### src/rtl/mod_counter_pkg.sv
// Shared definitions for the modulo counter and its prescaler.
// Latency: n/a (constants and a compile-time helper only).
// Backpressure: n/a.
//
// Contents:
//   MODE_WRAP / MODE_SAT : boundary behaviour selectors for mod_counter
//   presc_width()        : bit width of the prescaler phase counter
package counter_pkg;

    localparam int MODE_WRAP = 0;
    localparam int MODE_SAT  = 1;

    // Phase counter covers 0..prescale-1, so clog2(prescale) bits suffice.
    // A single bit is kept even for prescale=1 so the register is never
    // zero-width.
    function automatic int presc_width(input int prescale);
        if (prescale <= 1) begin
            return 1;
        end
        return $clog2(prescale);
    endfunction

endpackage

### src/rtl/count_prescaler.sv
// Clock-enable prescaler: emits one step per PRESCALE enabled clk cycles.
// Latency: step is combinational from en and the registered phase (0 cycles).
// Backpressure: none; en low freezes the phase, restart discards it.
//
// Ports:
//   clk     : rising-edge clock
//   rst     : synchronous active-low reset, clears the phase
//   en      : advance the phase on this edge
//   restart : synchronous phase clear (clr|load from the parent)
//   step    : high when this enabled edge completes an interval
module count_prescaler
    import counter_pkg::*;
#(
    parameter int PRESCALE = 1
) (
    input  logic clk,
    input  logic rst,
    input  logic en,
    input  logic restart,
    output logic step
);

    localparam int             PW   = presc_width(PRESCALE);
    localparam logic [PW-1:0]  LAST = PW'(PRESCALE - 1);
    localparam logic [PW-1:0]  ONE  = PW'(1);

    logic [PW-1:0] phase;

    // With PRESCALE=1, LAST is 0 and phase never leaves 0, so step == en.
    assign step = en && (phase == LAST);

    always_ff @(posedge clk) begin
        if (!rst) begin
            phase <= '0;
        end else if (restart) begin
            phase <= '0;
        end else if (en) begin
            phase <= (phase == LAST) ? '0 : phase + ONE;
        end
    end

endmodule

### src/rtl/mod_counter.sv
// Modulo up/down counter with prescaler, load/clear, wrap or saturate mode.
// Latency: 1 clk from the stepping edge to dout/tc/ovf (all registered).
// Backpressure: none; en low holds the count and the prescaler phase.
//
// Ports:
//   clk, rst          : rising-edge clock, synchronous active-low reset
//   en, up            : count enable and direction (1 = up)
//   clr, load         : synchronous clear / load (clr has priority)
//   load_val          : load value, clamped to MAX_VAL
//   dout, tc, ovf     : count, one-cycle terminal-count pulse, sticky overflow
module mod_counter
    import counter_pkg::*;
#(
    parameter int              WIDTH    = 8,
    parameter longint unsigned MAX_VAL  = (64'd1 << WIDTH) - 64'd1,
    parameter int              MODE     = MODE_WRAP,
    parameter int              PRESCALE = 1
) (
    input  logic             clk,
    input  logic             rst,
    input  logic             en,
    input  logic             up,
    input  logic             clr,
    input  logic             load,
    input  logic [WIDTH-1:0] load_val,
    output logic [WIDTH-1:0] dout,
    output logic             tc,
    output logic             ovf
);

    localparam logic [WIDTH-1:0] MAXV = WIDTH'(MAX_VAL);
    localparam logic [WIDTH-1:0] ONE  = WIDTH'(1);

    logic             step;
    logic             at_bound;
    logic [WIDTH-1:0] load_clamped;
    logic [WIDTH-1:0] next_val;

    count_prescaler #(
        .PRESCALE (PRESCALE)
    ) u_prescaler (
        .clk     (clk),
        .rst     (rst),
        .en      (en),
        .restart (clr | load),
        .step    (step)
    );

    assign load_clamped = (load_val > MAXV) ? MAXV : load_val;

    // Boundary depends on direction: MAX_VAL going up, 0 going down.
    assign at_bound = up ? (dout == MAXV) : (dout == '0);

    always_comb begin
        next_val = dout;
        if (at_bound) begin
            if (MODE == MODE_SAT) begin
                next_val = dout;
            end else begin
                next_val = up ? '0 : MAXV;
            end
        end else begin
            next_val = up ? dout + ONE : dout - ONE;
        end
    end

    always_ff @(posedge clk) begin
        if (!rst) begin
            dout <= '0;
            tc   <= 1'b0;
            ovf  <= 1'b0;
        end else if (clr) begin
            dout <= '0;
            tc   <= 1'b0;
            ovf  <= 1'b0;
        end else if (load) begin
            dout <= load_clamped;
            tc   <= 1'b0;
        end else if (step) begin
            dout <= next_val;
            tc   <= at_bound;
            if (at_bound) begin
                ovf <= 1'b1;
            end
        end else begin
            tc <= 1'b0;
        end
    end

endmodule

### config.mk
export PLATFORM = sky130hd
export DESIGN_NAME = mod_counter
export DESIGN_NICKNAME = d
export VERILOG_FILES = /design/src/rtl/mod_counter_pkg.sv /design/src/rtl/count_prescaler.sv /design/src/rtl/mod_counter.sv
export SDC_FILE = /design/constraint.sdc
export NUM_CORES = 1
export LEC_CHECK = 0
export ABC_AREA = 0
export BUFFER_PORTS_ARGS = -buffer_cell sky130_fd_sc_hd__buf_2
export CAP_MARGIN = 40
export CORE_MARGIN = 8
export CORE_UTILIZATION = 54
export CTS_CLUSTER_SIZE = 14
export DETAILED_ROUTE_END_ITERATION = 6
export PLACE_DENSITY = 0.88
export SYNTH_ARGS = -nofsm -noshare
export SYNTH_HDL_FRONTEND = slang
export SYNTH_HIERARCHICAL = 1
export SYNTH_SLANG_ARGS = --single-unit
### constraint.sdc
create_clock -name clk -period 3.6 [get_ports clk]
set_input_delay 0 -clock clk [delete_from_list [all_inputs] [get_ports clk]]
set_output_delay 0 -clock clk [all_outputs]
set_load 0.02 [all_outputs]
==> flow_summary.html <==
<table>
<tr><th>Metric</th><th>Value</th></tr>
<tr><th colspan="2">Final layout</th></tr>
<tr><td>Fraction of final layout cells sized beyond drive strength 1</td><td>between 20% and 30%</td></tr>
<tr><td>Antenna diode count</td><td>0</td></tr>
<tr><td>Nets@finish</td><td>158</td></tr>
<tr><td>Area growth from synthesis to layout</td><td>18.6%</td></tr>
<tr><th colspan="2">Detailed routing</th></tr>
<tr><td>Final routed wirelength across all metal layers</td><td>2.44 mm</td></tr>
<tr><td>Final ANT Viol Nets</td><td>0</td></tr>
<tr><td>Iter 0 DRT Violations</td><td>51</td></tr>
<tr><td>Average routed wire per standard cell</td><td>~16 µm</td></tr>
<tr><td>Remaining routing DRC violations</td><td>0</td></tr>
<tr><td>DR pass1 iterations</td><td>4</td></tr>
<tr><td>Vias</td><td>952</td></tr>
<tr><td>Number of vias per cell</td><td>approximately 6.3</td></tr>
<tr><th colspan="2">Global routing</th></tr>
<tr><td>Global route total overflow</td><td>0</td></tr>
<tr><td>Global-route wire length before repair</td><td>just over 4 mm</td></tr>
<tr><td>GR Util All Layers</td><td>between 10% and 20%</td></tr>
<tr><td>Pin count of the biggest net entering global routing</td><td>17</td></tr>
<tr><td>Antenna violations before repair</td><td>0</td></tr>
<tr><td>Via count of the first global-routing pass</td><td>between 900 and 1k</td></tr>
<tr><th colspan="2">Floorplanning</th></tr>
<tr><td>DIE WIDTH</td><td>approximately 56 µm</td></tr>
<tr><td>Total I/O pin count</td><td>24</td></tr>
<tr><td>Die Ht</td><td>roughly 56 µm</td></tr>
<tr><td>Area enclosed by the die boundary</td><td>3170 µm²</td></tr>
<tr><td>Area of the core</td><td>between 1500 and 2000 µm²</td></tr>
<tr><td>Starting utilization of the core area</td><td>slightly below 60%</td></tr>
<tr><td>Core Rows</td><td>14</td></tr>
<tr><th colspan="2">CTS</th></tr>
<tr><td>CTS tree</td><td>done</td></tr>
<tr><td>H-tree levels</td><td>1</td></tr>
<tr><td>Root buf cell</td><td>sky130_fd_sc_hd__clkbuf_4</td></tr>
<tr><td>Number of buffers inserted by hold repair at cts</td><td>3</td></tr>
<tr><td>Maximum number of buffers from clock root to sink</td><td>2</td></tr>
<tr><td>Clock insertion delay at the later pin of the skew report</td><td>0.26 ns</td></tr>
<tr><td>Clock transition at the register clock pins on the worst setup and hold paths after CTS</td><td>0.07 ns</td></tr>
<tr><td>TritonCTS Buffers</td><td>3</td></tr>
<tr><td>Number of gates given a new drive strength after cts</td><td>0</td></tr>
<tr><td>Post-CTS setup buffers</td><td>0</td></tr>
<tr><td>Count of clock tree sinks</td><td>10</td></tr>
<tr><th colspan="2">Place</th></tr>
<tr><td>Post-detail-place hpwl</td><td>between 1.5 and 2 mm</td></tr>
<tr><td>I/O Buffers</td><td>23</td></tr>
<tr><td>Routability Congestion</td><td>around 0.9</td></tr>
<tr><th colspan="2">Critical path</th></tr>
<tr><td>Worst endpoint required time</td><td>around 3.8 ns</td></tr>
<tr><td>Classification of the worst setup path</td><td>reg -&gt; reg</td></tr>
<tr><td>Crit path capture type</td><td>register</td></tr>
<tr><td>Crit Path Max Fanout</td><td>6</td></tr>
<tr><td>Data arrival time of the critical path</td><td>approximately 2.1 ns</td></tr>
<tr><td>Startpoint class of the critical path</td><td>register</td></tr>
<tr><th colspan="2">Yosys</th></tr>
<tr><td>Ys Warns</td><td>6</td></tr>
<tr><td>Synthesized Nets</td><td>133</td></tr>
<tr><td>Area of the mapped netlist</td><td>between 800 and 900 µm²</td></tr>
<tr><td>Avg Synthesized Cell Area</td><td>between 7 and 8 µm²</td></tr>
<tr><td>Instance count of the mapped netlist</td><td>between 100 and 150</td></tr>
<tr><th colspan="2">STA</th></tr>
<tr><td>Number of slew-limit violations in the final report</td><td>0</td></tr>
<tr><td>Fmax</td><td>between 500 and 600 MHz</td></tr>
<tr><td>Fin Clk Skew</td><td>0.00358 ns</td></tr>
<tr><td>Final hold vios</td><td>0</td></tr>
<tr><td>Actual transition at the worst max-transition pin</td><td>about 0.38 ns</td></tr>
<tr><td>Setup-violating endpoint count in the final report</td><td>0</td></tr>
<tr><td>Final critical delay including setup and external delays</td><td>roughly 1.9 ns</td></tr>
<tr><td>Worst rel slew slack</td><td>74.1%</td></tr>
<tr><td>Total Negative Setup Slacks</td><td>0 ns</td></tr>
<tr><td>Unrepaired setup endpoints after global routing</td><td>false</td></tr>
<tr><td>Final period utilization</td><td>between 50% and 60%</td></tr>
<tr><th colspan="2">Power</th></tr>
<tr><td>Total Power Consumption</td><td>roughly 340 µW</td></tr>
<tr><td>Worst supply voltage drop on vdd</td><td>~0.00026 V</td></tr>
<tr><td>Leakage dissipation</td><td>between 0.4 and 0.5 nW</td></tr>
<tr><td>Power per Cell Area</td><td>roughly 320 nW/µm²</td></tr>
<tr><th colspan="2">Run status</th></tr>
<tr><td>Outcome</td><td>completed</td></tr>
<tr><th colspan="2">Min path</th></tr>
<tr><td>Class of the worst hold path</td><td>in -&gt; reg</td></tr>
<tr><th colspan="2">Job</th></tr>
<tr><td>Total of max-cap violations</td><td>0</td></tr>
</table>
## area by class of cell
cell class,instances,area [µm²]
Timing Repair Buffer,26,145
Inverter,4,15.0
Multi-Input combinational cell,92,622
Fill cell,120,468
Clock buffer,4,36.3
Tap cell,16,20.0
Sequential cell,10,200
## layer usage
metal | part of all wire (%) | global-route usage [%] | vias to the layer above
met1 | 41 | 18.4 | 426
met5 | 0 | 0 | -
li1 | - | - | 470
met4 | 0 | 2.41 | 0
met2 | 48 | 25.0 | 56
met3 | 11 | 5.39 | 0
## critical path, cell delays in order, from the launching register on
cell and delay (ns):
sky130_fd_sc_hd__dfxtp_1 0.45, sky130_fd_sc_hd__ha_1 0.28, sky130_fd_sc_hd__a211oi_2 0.32, sky130_fd_sc_hd__o21ai_1 0.16
sky130_fd_sc_hd__a211o_1 0.31, sky130_fd_sc_hd__a31o_1 0.21, sky130_fd_sc_hd__o22ai_1 0.10
## where the power goes
| group | total (mW) | switching, mW | internal [mW] |
|---|---|---|---|
| Combinational | 0.110 | 0.0635 | 0.0462 |
| Clock | 0.101 | 0.0395 | 0.0614 |
| Sequential | 0.125 | 0.00887 | 0.117 |
## placed cells by master, fill, tap and decap left out, drive strengths merged, types with 2 or more instances in the layout
cell / instances
nand2: 7
o211ai: 2
o21bai: 2
a211oi: 2
clkbuf: 4
nand4: 2
mux2i: 4
a211o: 3
ha: 6
nor3b: 2
nor2: 9
dlygate4sd3: 3
nor2b: 3
a21oi: 12
xnor2: 2
nor3: 5
a21o: 2
buf: 23
dfxtp: 10
xor2: 2
inv: 4
nand3: 3
nor4: 3
o21ai: 8
## flip-flops by register name, summed over array words and instances, names as in the netlist
name  flops
dout      8
tc        1
ovf       1
## stage by stage
stage	cells	utilization (%)	hold WS (ns)	setup WS, ns	cell area, µm²
2_1_floorplan	112	-	0.141	1.77	876
3_3_place_gp	145	64.5	0.235	1.77	972
3_5_place_dp	145	64.5	0.264	1.74	972
4_1_cts	152	68.9	0.00478	1.72	1040
5_1_grt	152	68.9	0.0208	1.60	1040
6_report	152	68.9	0.0116	1.70	1040
## final timing paths
check	startpoint	endpoint	slack [ns]	depth (start not counted)
worst max-delay path	dout[1]	dout[7]	1.70	6
worst min-delay path	load_val[0]	dout[0]	0.01	3
worst max register to register	dout[1]	dout[7]	1.70	6
worst min register to register	ovf	ovf	0.48	2
No activity file was read; power rests on OpenSTA's default activity.
